## src/rtl/cover_pkg.sv

```systemverilog
// Shared definitions for the coverage collectors.
//   COVER_INDEX_W : width of a global cover index on the report bus
//   cover_index_t : global cover index type
//   idx_w()       : bit width needed to address n positions (minimum 1)
package cover_pkg;

  localparam int COVER_INDEX_W = 64;

  typedef logic [COVER_INDEX_W-1:0] cover_index_t;

  function automatic int idx_w(input int n);
    return (n > 1) ? $clog2(n) : 1;
  endfunction

endpackage

```

## src/rtl/cover_toggle_collector_lowest_set_index.sv

```systemverilog
// Priority selector: finds the lowest-numbered set bit of a vector.
// Ports:
//   vec   in  WIDTH  candidate bits
//   found out 1      at least one bit of vec is set
//   index out IDX_W  position of the lowest set bit (0 when found is low)
module lowest_set_index
  import cover_pkg::*;
#(
  parameter  int WIDTH = 32,
  localparam int IDX_W = idx_w(WIDTH)
) (
  input  logic [WIDTH-1:0] vec,
  output logic             found,
  output logic [IDX_W-1:0] index
);

  // Scan from the top down so the last match written is the lowest bit.
  always_comb begin
    found = 1'b0;
    index = '0;
    for (int i = WIDTH - 1; i >= 0; i--) begin
      if (vec[i]) begin
        found = 1'b1;
        index = IDX_W'(i);
      end
    end
  end

endmodule

```

## src/rtl/cover_toggle_collector.sv

```systemverilog
// Toggle-coverage collector. Records which of WIDTH toggle points have been
// hit since reset or the last clear, and reports every newly covered point
// exactly once as a global cover index over a valid/ready bus.
// Ports:
//   clock       in  1                 sole clock, rising edge
//   reset       in  1                 synchronous active-high reset
//   valid       in  WIDTH             per-bit toggle-hit strobes
//   clear_cov   in  1                 forget all coverage, start a new epoch
//   out_valid   out 1                 report slot holds an unreported index
//   out_ready   in  1                 consumer accepts the report
//   out_index   out 64                COVER_INDEX + bit position of the report
//   hit_count   out $clog2(WIDTH+1)   distinct bits covered in this epoch
//   all_covered out 1                 every bit has been covered
module cover_toggle_collector
  import cover_pkg::*;
#(
  parameter int WIDTH       = 32,
  parameter int COVER_INDEX = 0,
  parameter int COVER_TOTAL = 38253
) (
  input  logic                       clock,
  input  logic                       reset,
  input  logic [WIDTH-1:0]           valid,
  input  logic                       clear_cov,
  output logic                       out_valid,
  input  logic                       out_ready,
  output cover_index_t               out_index,
  output logic [$clog2(WIDTH+1)-1:0] hit_count,
  output logic                       all_covered
);

  localparam int IDX_W = idx_w(WIDTH);
  localparam int CNT_W = $clog2(WIDTH + 1);

  logic [WIDTH-1:0] covered;
  logic [WIDTH-1:0] pending;
  logic [WIDTH-1:0] new_hits;
  logic [WIDTH-1:0] take_mask;
  logic             slot_free;
  logic             sel_found;
  logic [IDX_W-1:0] sel_idx;

  function automatic logic [CNT_W-1:0] popcount(input logic [WIDTH-1:0] v);
    logic [CNT_W-1:0] cnt;
    cnt = '0;
    for (int i = 0; i < WIDTH; i++) begin
      cnt = cnt + CNT_W'(v[i]);
    end
    return cnt;
  endfunction

  function automatic logic [WIDTH-1:0] onehot(input logic [IDX_W-1:0] idx);
    logic [WIDTH-1:0] m;
    m = '0;
    for (int i = 0; i < WIDTH; i++) begin
      if (IDX_W'(i) == idx) begin
        m[i] = 1'b1;
      end
    end
    return m;
  endfunction

  // Stage 1: hit capture. Only first hits on uncovered bits become pending,
  // so each bit is reported at most once per epoch.
  assign new_hits = valid & ~covered;

  lowest_set_index #(
    .WIDTH (WIDTH)
  ) u_sel (
    .vec   (pending),
    .found (sel_found),
    .index (sel_idx)
  );

  // Stage 2: report slot. It refills when empty or when the current report
  // is being accepted, which gives one transfer per cycle under ready.
  assign slot_free = !out_valid || out_ready;
  assign take_mask = (slot_free && sel_found) ? onehot(sel_idx) : '0;

  // Clear behaves like reset for the collection state; hits sampled in the
  // same cycle are dropped so the new epoch starts empty.
  always_ff @(posedge clock) begin
    if (reset || clear_cov) begin
      covered   <= '0;
      pending   <= '0;
      hit_count <= '0;
      out_valid <= 1'b0;
      out_index <= '0;
    end else begin
      covered   <= covered | valid;
      pending   <= (pending & ~take_mask) | new_hits;
      hit_count <= hit_count + popcount(new_hits);
      if (slot_free) begin
        out_valid <= sel_found;
        if (sel_found) begin
          out_index <= cover_index_t'(COVER_INDEX) + cover_index_t'(sel_idx);
        end
      end
    end
  end

  assign all_covered = (hit_count == CNT_W'(WIDTH));

  // Parameter sanity: this collector's index window must fit in the design.
  always @(posedge clock) begin
    if (!reset) begin
      assert (WIDTH >= 1 && WIDTH <= 1024);
      assert (COVER_INDEX + WIDTH <= COVER_TOTAL);
    end
  end

endmodule
```

## config.mk

```make
export PLATFORM = sky130hd
export DESIGN_NAME = cover_toggle_collector
export DESIGN_NICKNAME = d
export VERILOG_FILES = /design/src/rtl/cover_pkg.sv /design/src/rtl/cover_toggle_collector_lowest_set_index.sv /design/src/rtl/cover_toggle_collector.sv
export SDC_FILE = /design/constraint.sdc
export NUM_CORES = 1
export LEC_CHECK = 0
export ABC_AREA = 0
export CELL_PAD_IN_SITES_DETAIL_PLACEMENT = 0
export CELL_PAD_IN_SITES_GLOBAL_PLACEMENT = 2
export CORE_ASPECT_RATIO = 1.2
export CORE_MARGIN = 2
export CORE_UTILIZATION = 31
export DETAILED_ROUTE_END_ITERATION = 16
export GPL_ROUTABILITY_DRIVEN = 0
export GPL_TIMING_DRIVEN = 0
export PLACE_DENSITY = 0.82
export SLEW_MARGIN = 20
export SYNTH_ARGS = -nofsm -noshare
export SYNTH_HDL_FRONTEND = slang
export SYNTH_HIERARCHICAL = 1
export SYNTH_SLANG_ARGS = --single-unit
```

## constraint.sdc

```tcl
create_clock -name clock -period 10.5 [get_ports clock]
set_input_delay 1.05 -clock clock [delete_from_list [all_inputs] [get_ports clock]]
set_output_delay 1.05 -clock clock [all_outputs]
set_load 0.005 [all_outputs]
```

==> results.env, run 1 <==
TIMING.FINAL.CRIT_SHARE_PCT=59.61
PORT_BUFFERS=48
FINAL-MAX-SLEW-VIOLATION-COUNT=0
WORSTSETUPENDPOINTTYPE='flip-flop'
ROUTE.DETAILED.DRC=0
HOLD_VIOL_FINAL=0
DIE_H_UM=133.4
POST-ROUTE-WORST-SETUP-SLACK_NS=4.241
GRT-OVFL-TOTAL=0
FINAL_COMMON_CELL='nor2_1'
MAXSLEWHEADROOM_PCT=51.03
ROUTE.DETAILED.WL_PER_INST_UM=13.16
RSZ_0062_RAISED_AFTER_GLOBAL_ROUTING='no'
FIN_AREA_UM2=5507
IR_DROP_mV=0.3252
POST-LAYOUT-TOTAL-POWER_mW=1.335
HOLDBUFCOUNTCTS=0
PLACEMENT_ROWS=47
WORSTREGTOREGCELLS=16
ANTENNA_FOUND_INITIAL=0
FIN_SETUP_TNS_NS=0
YS.FLOP_TYPE='dfxtp_1'
NUMBER_OF_CLOCK_BUFFERS_INSERTED_BY_TRITONCTS=9
START_UTIL_PCT=31.55
POST-SYNTH-TOP-AREA-FRACTION_PCT=35.20
WORST_R2R_ENDPOINT='hit_count[4]$_SDFF_PP0_'
POST_SYNTH_INSTANCE_AREA_UM2=4323
LAYOUT-DRIVE-GT1-SHARE_PCT=13.99
WORST_CLOCK_SKEW_NS=0.006541
YOSYS_WARNINGS=6
COREAREA_UM2=13700
ACHIEVABLE-FREQUENCY_MHz=159.8
VIAS=3488
GRTUSAGETOTAL_PCT=14.55
PLACE_WORST_SETUP_SLACK_NS=3.869
CLKTRANSATPATHREGS_NS=0.06
RUN_STATUS='finished clean'
SYN2LAYOUT_AREA_GROWTH_PCT=27.38
FINAL_NETS=698
PLACED_CELL_AREA_UM2=5235
SYNTH.FF_LATCH_COUNT=76
POST_DRT_VIA_CELL_RATIO=4.360
R2R_SETUP_SLACK_NS=5.06
WORSTREG2REGSTART='covered[26]$_SDFF_PP0_'
CTS_BUFFER_DEPTH=2
SEQ_AREA_FRAC_SYNTH_PCT=35.20
CLOCKROOTBUFFER='clkbuf_16'
FIRST_PASS_GRT_WIRE_LENGTH_UM=17090
WORST-ENDPOINT-REQUIRED_NS=10.71
UTILIZATION_PCT=40.19
DRTPASS1ITERATIONS=4
FP.DIEAREA_UM2=14910
DIE-WIDTH_UM=111.8
AVGSYNTHCELLAREA_UM2=8.526
CLK-INSERTION-DELAY-LATE_NS=0.34
WORSTSETUPENDPOINT='hit_count[4]$_SDFF_PP0_'
SYNTH-EDFF-COUNT=0
PLACED_CELLS=784
TIGHTEST_PIN_TRANSITION_NS=0.7346
STARTPOINT='valid[26]'
CP_DATA_ARRIVAL_TIME_NS=6.47
PIN_COUNT=108
N_ANTENNA_CELL=0
POST_CTS.RESIZED_INSTANCES=0
HOLD_CLASS='reg2reg'
FINAL.FILL_COUNT=1421
CRITICAL_PATH_PEAK_FANOUT=3
FINAL_CELL_MIX='82 x nor2_1, 76 x dfxtp_1, 60 x buf_4'
WHS_NS=0.4521
ROUTE.FINAL.WIRE_LENGTH_UM=10530
MAX_CAP_VIOL_COUNT=0
SYNTH.LARGEST_AREA_CELL='dfxtp_1'
MAXIMUM_NUMBER_OF_PINS_ON_ONE_NET_BEFORE_GLOBAL_ROUTE_REPAIR=14
CRITPATHKIND='in2reg'
POWER.LEAKAGE_nW=2.526
FIRST_GLOBAL_VIAS=3384
ANTENNA_LEFT=0
SYNTH_CELL_TYPES=44
CTS_HTREE_LEVELS=3
POSTSYNTH.ASYNCRESETSHARE_PCT=0
POST-DP-HPWL_UM=8658
HOLD_PATH_DEPTH=2
POWER_DENSITY_nW_PER_UM2=242.5
CLOCK_SINKS=76
SETUP_VIOL=0
STARTPOINT_TYPE='input pin'
POST_CTS_SETUP_DRIVEN_BUFFER_INSERTION_COUNT=0
PERIOD_NEEDED_NS=6.259
SYNTH_AREA_LEADERS='dfxtp_1 35%, fa_1 12%, buf_4 10%, nor2_1 7.1%, nand2b_1 5.4%'
INSTANCES_NO_FILL=800
DR.FIRST_ITER.DRC_COUNT=118
TRITONCTS='built'
SYN_INST=507
worst max-delay path, stage by stage:
cell	delay, ns
clkdlybuf4s50_1	0.48
nand2b_1	0.12
fa_1	0.55
inv_1	0.05
fa_1	0.52
inv_1	0.05
fa_1	0.49
inv_1	0.06
fa_1	0.56
fa_1	0.47
fa_1	0.53
fa_1	0.52
fa_1	0.43
a21o_1	0.19
a21oi_1	0.16
xor2_1	0.17
nor2_1	0.05
cells by family (layout without fill, tap and decap cells):
kind of cell,Yosys count,after routing,share of synthesized area [%]
AND/OR/NAND/NOR,172,172,19.88
buffers and inverters,113,177,15.17
AO/OA/AOI/OAI,103,103,13.34
flip-flops,76,76,35.20
adder cells (fa/ha/maj),38,38,15.51
XOR/XNOR,4,4,0.8106
other,1,59,0.08675
worst min-delay path by stage:
| stage | end | slack (ns) | from |
|---|---|---|---|
| finish | covered[19]$_SDFF_PP0_ | 0.45 | covered[19]$_SDFF_PP0_ |
| CTS | covered[19]$_SDFF_PP0_ | 0.46 | covered[19]$_SDFF_PP0_ |
| global route | covered[14]$_SDFF_PP0_ | 0.47 | covered[14]$_SDFF_PP0_ |
| global placement | covered[20]$_SDFF_PP0_ | 0.44 | covered[20]$_SDFF_PP0_ |
| floorplan | covered[0]$_SDFF_PP0_ | 0.43 | covered[0]$_SDFF_PP0_ |
| detailed placement | covered[19]$_SDFF_PP0_ | 0.44 | covered[19]$_SDFF_PP0_ |
cells in the mapped netlist (all sizes together) (3+ instances only):
master  instances
nor2           82
dfxtp          76
buf            65
a21oi          46
inv            45
o21ai          39
nand2b         37
fa             26
ha             12
nand2          11
nand3b          7
nand3           6
nor3            6
nor4            6
and2            4
clkbuf          3
or2             3
layout make-up:
class	instances	area, um^2	share of cell area, %
tap	171	214.0	3.885
sequential	76	1521	27.63
timing repair buffer	48	480.5	8.725
clock inverter	5	38.79	0.7044
clock buffer	11	232.7	4.226
buffer	68	486.7	8.839
inverter	45	168.9	3.067
multi-input combinational	376	2364	42.92
report_power, final:
group,internal [mW],total [mW],switching [mW]
logic,0.337,0.727,0.390
clock network,0.160,0.282,0.121
registers,0.311,0.326,0.0153
total,0.808,1.34,0.527
layer usage:
layer / part of all wire, % / routed length, um / vias to the layer above / global-route usage [%]
li1: - / - / 1787 / -
met1: 43 / 4495 / 1596 / 17.99
met2: 51 / 5362 / 92 / 25.08
met3: 4.5 / 469 / 13 / 2.866
met4: 1.9 / 200 / 0 / 5.418
met5: 0 / 0 / - / 0
registers in the layout (all words and copies together) (netlist names):
| signal | flops |
|---|---|
| covered | 32 |
| out_index | 5 |
| out_valid | 1 |
| pending | 32 |
| hit_count | 6 |
(Power assumes the default switching activity.)
==> run 2: changes to the inputs <==
--- a/config.mk
+++ b/config.mk
@@ -10,11 +10,11 @@
 export CELL_PAD_IN_SITES_GLOBAL_PLACEMENT = 2
 export CORE_ASPECT_RATIO = 1.2
 export CORE_MARGIN = 2
-export CORE_UTILIZATION = 31
+export CORE_UTILIZATION = 29
 export DETAILED_ROUTE_END_ITERATION = 16
 export GPL_ROUTABILITY_DRIVEN = 0
 export GPL_TIMING_DRIVEN = 0
-export PLACE_DENSITY = 0.82
+export PLACE_DENSITY = 0.78
 export SLEW_MARGIN = 20
 export SYNTH_ARGS = -nofsm -noshare
 export SYNTH_HDL_FRONTEND = slang
==> constraint.sdc (replaced) <==
create_clock -name clock -period 6.5 [get_ports clock]
set_input_delay 0.65 -clock clock [delete_from_list [all_inputs] [get_ports clock]]
set_output_delay 0.65 -clock clock [all_outputs]
set_load 0.005 [all_outputs]
==> run 2 against run 1 <==
- critical path depth unchanged
- register-to-register slack worse by 4.0 ns
- non-clock buffer count unchanged
- first-iteration DRC count is 26% higher
- design area rose by 1.5%
- clock-buffer cell count shrank 1
- sequential share of layout area decreased by 0.40 points
- clock power is 90% higher
- global-route usage shrank 0.43 points
- largest cell class unchanged
- wire length barely moved
- worst hold slack better by 0.0015 ns
- clock skew down 0.0019 ns
==> results.env, run 2 (synthesis results as in run 1) <==
POWER_DENSITY_nW_PER_UM2=399.8
WORST-ENDPOINT-REQUIRED_NS=6.71
FINAL_CELL_MIX='82 x nor2_1, 76 x dfxtp_1, 60 x buf_4'
UTILIZATION_PCT=38.60
WORST_CLOCK_SKEW_NS=0.004646
N_ANTENNA_CELL=0
TRITONCTS='built'
RUN_STATUS='finished clean'
CP_DATA_ARRIVAL_TIME_NS=6.10
RSZ_0062_RAISED_AFTER_GLOBAL_ROUTING='no'
CRITICAL_PATH_PEAK_FANOUT=3
DIE-WIDTH_UM=115.5
CLKTRANSATPATHREGS_NS=0.06
CRITPATHKIND='in2reg'
POST-DP-HPWL_UM=8658
PLACED_CELLS=813
POST_DRT_VIA_CELL_RATIO=4.205
GRTUSAGETOTAL_PCT=14.12
REG.LARGEST.LIST='covered x32, pending x32, hit_count x6'
CTS_HTREE_LEVELS=3
PLACEMENT_ROWS=48
FIN_SETUP_TNS_NS=0
PORT_BUFFERS=48
FINAL-MAX-SLEW-VIOLATION-COUNT=0
ROUTE.FINAL.WIRE_LENGTH_UM=10540
PERIOD_NEEDED_NS=5.890
ROUTE.DETAILED.DRC=0
FINAL_NETS=698
PIN_COUNT=108
HOLD_CLASS='reg2reg'
TIGHTEST_PIN_TRANSITION_NS=0.7920
CTS_BUFFER_DEPTH=2
FIRST_GLOBAL_VIAS=3338
FIRST_PASS_GRT_WIRE_LENGTH_UM=17040
HOLDBUFCOUNTCTS=0
NUMBER_OF_CLOCK_BUFFERS_INSERTED_BY_TRITONCTS=9
INSTANCES_NO_FILL=829
HOLD_VIOL_FINAL=0
TIMING.FINAL.CRIT_SHARE_PCT=90.61
POST-LAYOUT-TOTAL-POWER_mW=2.234
CLOCKROOTBUFFER='clkbuf_16'
ANTENNA_LEFT=0
POST_CTS_SETUP_DRIVEN_BUFFER_INSERTION_COUNT=0
MAX_CAP_VIOL_COUNT=0
MAXIMUM_NUMBER_OF_PINS_ON_ONE_NET_BEFORE_GLOBAL_ROUTE_REPAIR=14
DR.FIRST_ITER.DRC_COUNT=149
FP.DIEAREA_UM2=15900
STARTPOINT_TYPE='input pin'
MAXSLEWHEADROOM_PCT=47.20
DIE_H_UM=137.7
SYN2LAYOUT_AREA_GROWTH_PCT=29.23
CLOCK_SINKS=76
START_UTIL_PCT=29.87
POST_CTS.RESIZED_INSTANCES=0
FINAL_COMMON_CELL='nor2_1'
COREAREA_UM2=14470
IR_DROP_mV=0.5366
LAYOUT-DRIVE-GT1-SHARE_PCT=14.15
SETUP_VIOL=0
WORSTSETUPENDPOINTTYPE='flip-flop'
ROUTE.DETAILED.WL_PER_INST_UM=12.71
DRTPASS1ITERATIONS=5
ANTENNA_FOUND_INITIAL=0
CLK-INSERTION-DELAY-LATE_NS=0.34
VIAS=3486
POWER.LEAKAGE_nW=2.561
ACHIEVABLE-FREQUENCY_MHz=169.8
GRT-OVFL-TOTAL=0
==> run 2: changes by cell type in the layout (fill, tap and decap cells not counted), sizes merged <==
cell,delta
inv,+1
bufinv,+2
clkinv,+1
clkinvlp,-3
clkbuf,-1
==> run 2: through the flow <==
stage	setup slack (ns)	hold slack [ns]	area, um^2
final	0.6103	0.4536	5587
after global routing	0.3207	0.4714	5587
after CTS	0.5666	0.4572	5587
after detailed placement	0.2141	0.4437	5271
after global placement	0.2133	0.4353	5271
after floorplan	1.049	0.4260	4541
==> run 2: worst paths after layout <==
check,from,to,slack (ns),cells after the start
max,valid[24],hit_count[4]$_SDFF_PP0_,0.61,17
min,covered[9]$_SDFF_PP0_,covered[9]$_SDFF_PP0_,0.45,2
max reg2reg,covered[26]$_SDFF_PP0_,hit_count[4]$_SDFF_PP0_,1.02,16
min reg2reg,covered[9]$_SDFF_PP0_,covered[9]$_SDFF_PP0_,0.45,2
==> run 2: power breakdown <==
group,internal (mW),total [mW],switching [mW],leakage [nW]
Clock,0.336,0.537,0.201,0.153
Sequential,0.503,0.527,0.0243,0.625
Combinational,0.543,1.17,0.626,1.78
Total,1.38,2.23,0.851,2.56
==> run 2: layer usage <==
metal / vias up / global-route usage (%) / routed length [um]
met5: - / 0 / 0
met4: 0 / 5.020 / 201
met3: 13 / 3.388 / 475
met2: 88 / 23.94 / 5255
met1: 1602 / 17.39 / 4603
li1: 1783 / - / -
==> run 2: critical path: stages <==
cell             delay, ns
clkdlybuf4s50_1       0.48
nand2b_1              0.13
fa_1                  0.53
inv_1                 0.06
fa_1                  0.52
inv_1                 0.05
fa_1                  0.50
inv_1                 0.06
fa_1                  0.57
fa_1                  0.47
fa_1                  0.52
fa_1                  0.52
fa_1                  0.44
a21o_1                0.20
a21oi_1               0.18
xor2_1                0.16
nor2_1                0.05
==> run 2: final cells by class <==
class | count | area, um^2
buffer | 68 | 486.7
clock buffer | 10 | 229.0
clock inverter | 6 | 86.33
fill | 1490 | 8887
inverter | 45 | 168.9
multi-input combinational | 376 | 2364
sequential | 76 | 1521
tap | 200 | 250.2
timing repair buffer | 48 | 480.5
==> run 3: changes to the inputs <==
--- a/config.mk
+++ b/config.mk
@@ -9,7 +9,7 @@
 export CELL_PAD_IN_SITES_DETAIL_PLACEMENT = 0
 export CELL_PAD_IN_SITES_GLOBAL_PLACEMENT = 2
 export CORE_ASPECT_RATIO = 1.2
-export CORE_MARGIN = 2
+export CORE_MARGIN = 5
 export CORE_UTILIZATION = 29
 export DETAILED_ROUTE_END_ITERATION = 16
 export GPL_ROUTABILITY_DRIVEN = 0
==> run 3 against run 2 <==
- sequential share of layout area is 0.10 points higher
- utilization is 1.1 points lower
- die area rose by 9.8%
- non-clock buffer count unchanged
- largest power group unchanged
- clock-buffer cell count is 1 lower
- clock skew is 0.0029 ns higher
- first-iteration DRC count fell by 49%
- design area shrank 0.38%
- total power shrank 3.1%
- critical path type unchanged
- setup slack got worse by 0.0051 ns
- maximum frequency is essentially flat
- critical endpoint unchanged
==> results.env, run 3 (synthesis results as in run 1) <==
RUN_STATUS='finished clean'
UTILIZATION_PCT=37.51
NETSWITCHINGFRACTION_PCT=38.17
P_SWITCHING_mW=0.8262
PLACE_WORST_SETUP_SLACK_NS=0.2310
FIN_SETUP_TNS_NS=0
ROUTE.FINAL.WIRE_LENGTH_UM=10600
DIE-WIDTH_UM=121.5
ANTENNA_LEFT=0
PLACED_CELLS=817
NUMBER_OF_CLOCK_BUFFERS_INSERTED_BY_TRITONCTS=9
REG.LARGEST.LIST='covered x32, pending x32, hit_count x6'
CTS_HTREE_LEVELS=3
CRITICAL_PATH_PEAK_FANOUT=3
PERIOD_NEEDED_NS=5.895
CLOCKROOTBUFFER='clkbuf_16'
FINAL_CELL_MIX='82 x nor2_1, 76 x dfxtp_1, 60 x buf_4'
MAXIMUM_NUMBER_OF_PINS_ON_ONE_NET_BEFORE_GLOBAL_ROUTE_REPAIR=14
N_ANTENNA_CELL=0
TIGHTEST_PIN_TRANSITION_NS=0.7451
SETUP_VIOL=0
POWER_DENSITY_nW_PER_UM2=388.9
SYN2LAYOUT_AREA_GROWTH_PCT=28.74
WORST_CLOCK_SKEW_NS=0.007576
CELL_INTERNAL_PWR_mW=1.338
STARTPOINT_TYPE='input pin'
POWER_SHARE_OF_THE_COMBINATIONAL_GROUP_PCT=53.2
FINAL-MAX-SLEW-VIOLATION-COUNT=0
VIAS=3474
POWER.LEAKAGE_nW=2.545
RSZ_0062_RAISED_AFTER_GLOBAL_ROUTING='no'
CTS_BUFFER_DEPTH=2
MAX_CAP_VIOL_COUNT=0
TIMING.FINAL.CRIT_SHARE_PCT=90.69
CLK-INSERTION-DELAY-LATE_NS=0.33
PORT_BUFFERS=48
IR_DROP_mV=0.5033
DR.FIRST_ITER.DRC_COUNT=76
POST_DRT_VIA_CELL_RATIO=4.175
MAXSLEWHEADROOM_PCT=50.32
DRTPASS1ITERATIONS=4
ROUTE.DETAILED.WL_PER_INST_UM=12.74
POST_CTS_SETUP_DRIVEN_BUFFER_INSERTION_COUNT=0
CLOCK_SINKS=76
INSTANCES_NO_FILL=832
FIRST_PASS_GRT_WIRE_LENGTH_UM=16880
START_UTIL_PCT=29.14
FIRST_GLOBAL_VIAS=3390
DIE_H_UM=143.7
GRT-OVFL-TOTAL=0
WORST-ENDPOINT-REQUIRED_NS=6.70
ROUTE.DETAILED.DRC=0
CLOCK_POWER_SHARE_PCT=22.4
FINAL_NETS=698
PIN_COUNT=108
ACHIEVABLE-FREQUENCY_MHz=169.6
GRTUSAGETOTAL_PCT=12.56
TRITONCTS='built'
FINAL_COMMON_CELL='nor2_1'
PLACEMENT_ROWS=49
HOLD_CLASS='reg2reg'
CP_DATA_ARRIVAL_TIME_NS=6.10
LAYOUT-DRIVE-GT1-SHARE_PCT=14.17
HOLDBUFCOUNTCTS=0
FP.DIEAREA_UM2=17460
POST_CTS.RESIZED_INSTANCES=0
HOLD_VIOL_FINAL=0
CRITPATHKIND='in2reg'
CLKTRANSATPATHREGS_NS=0.06
WORSTSETUPENDPOINTTYPE='flip-flop'
POST-ROUTE-WORST-SETUP-SLACK_NS=0.6051
PWR-SHARE-SEQ_PCT=24.4
COREAREA_UM2=14840
ANTENNA_FOUND_INITIAL=0
POST-DP-HPWL_UM=8809
## run 3: layer usage
| metal | global-route usage (%) | vias to the layer above | wire length (um) |
|---|---|---|---|
| met3 | 2.795 | 8 | 441 |
| met4 | 4.602 | 0 | 135 |
| met1 | 15.55 | 1604 | 4683 |
| met2 | 21.40 | 82 | 5342 |
| li1 | - | 1780 | - |
| met5 | 0 | - | 0 |
## run 3: per-stage QoR
step / hold WS (ns) / power (mW) / instance area [um^2]
4_1_cts: 0.4588 / 2.205 / 5565
3_3_place_gp: 0.4375 / 1.681 / 5276
2_1_floorplan: 0.4260 / 1.419 / 4541
6_report: 0.4527 / 2.164 / 5565
3_5_place_dp: 0.4438 / 1.701 / 5276
5_1_grt: 0.4722 / 2.378 / 5565
## run 3: area by class of cell
cell class / count / area (um^2)
Buffer: 68 / 486.7
Clock buffer: 9 / 225.2
Clock inverter: 6 / 63.81
Fill cell: 1542 / 9271
Inverter: 45 / 168.9
Multi-Input combinational cell: 376 / 2364
Sequential cell: 76 / 1521
Tap cell: 204 / 255.2
Timing Repair Buffer: 48 / 480.5
## run 3: power by group through the flow
stage,registers (mW),logic [mW],clock network [mW]
5_1_grt,0.533,1.32,0.522
4_1_cts,0.528,1.18,0.501
3_3_place_gp,0.537,1.14,0
3_5_place_dp,0.538,1.16,0
2_1_floorplan,0.532,0.887,0
6_report,0.528,1.15,0.485
## run 3: worst max-delay path: stages
cell and delay, ns:
clkdlybuf4s50_1 0.48, nand2b_1 0.12, fa_1 0.55, inv_1 0.05
fa_1 0.53, inv_1 0.05, fa_1 0.50, inv_1 0.06
fa_1 0.56, fa_1 0.48, fa_1 0.53, fa_1 0.52
fa_1 0.44, a21o_1 0.19, a21oi_1 0.16, xor2_1 0.16
nor2_1 0.05
## run 3: worst paths after layout
path	slack [ns]	cells past startpoint	to	from
max	0.61	17	hit_count[4]$_SDFF_PP0_	valid[26]
min	0.45	2	covered[7]$_SDFF_PP0_	covered[7]$_SDFF_PP0_
max reg2reg	1.03	16	hit_count[4]$_SDFF_PP0_	covered[26]$_SDFF_PP0_
min reg2reg	0.45	2	covered[7]$_SDFF_PP0_	covered[7]$_SDFF_PP0_
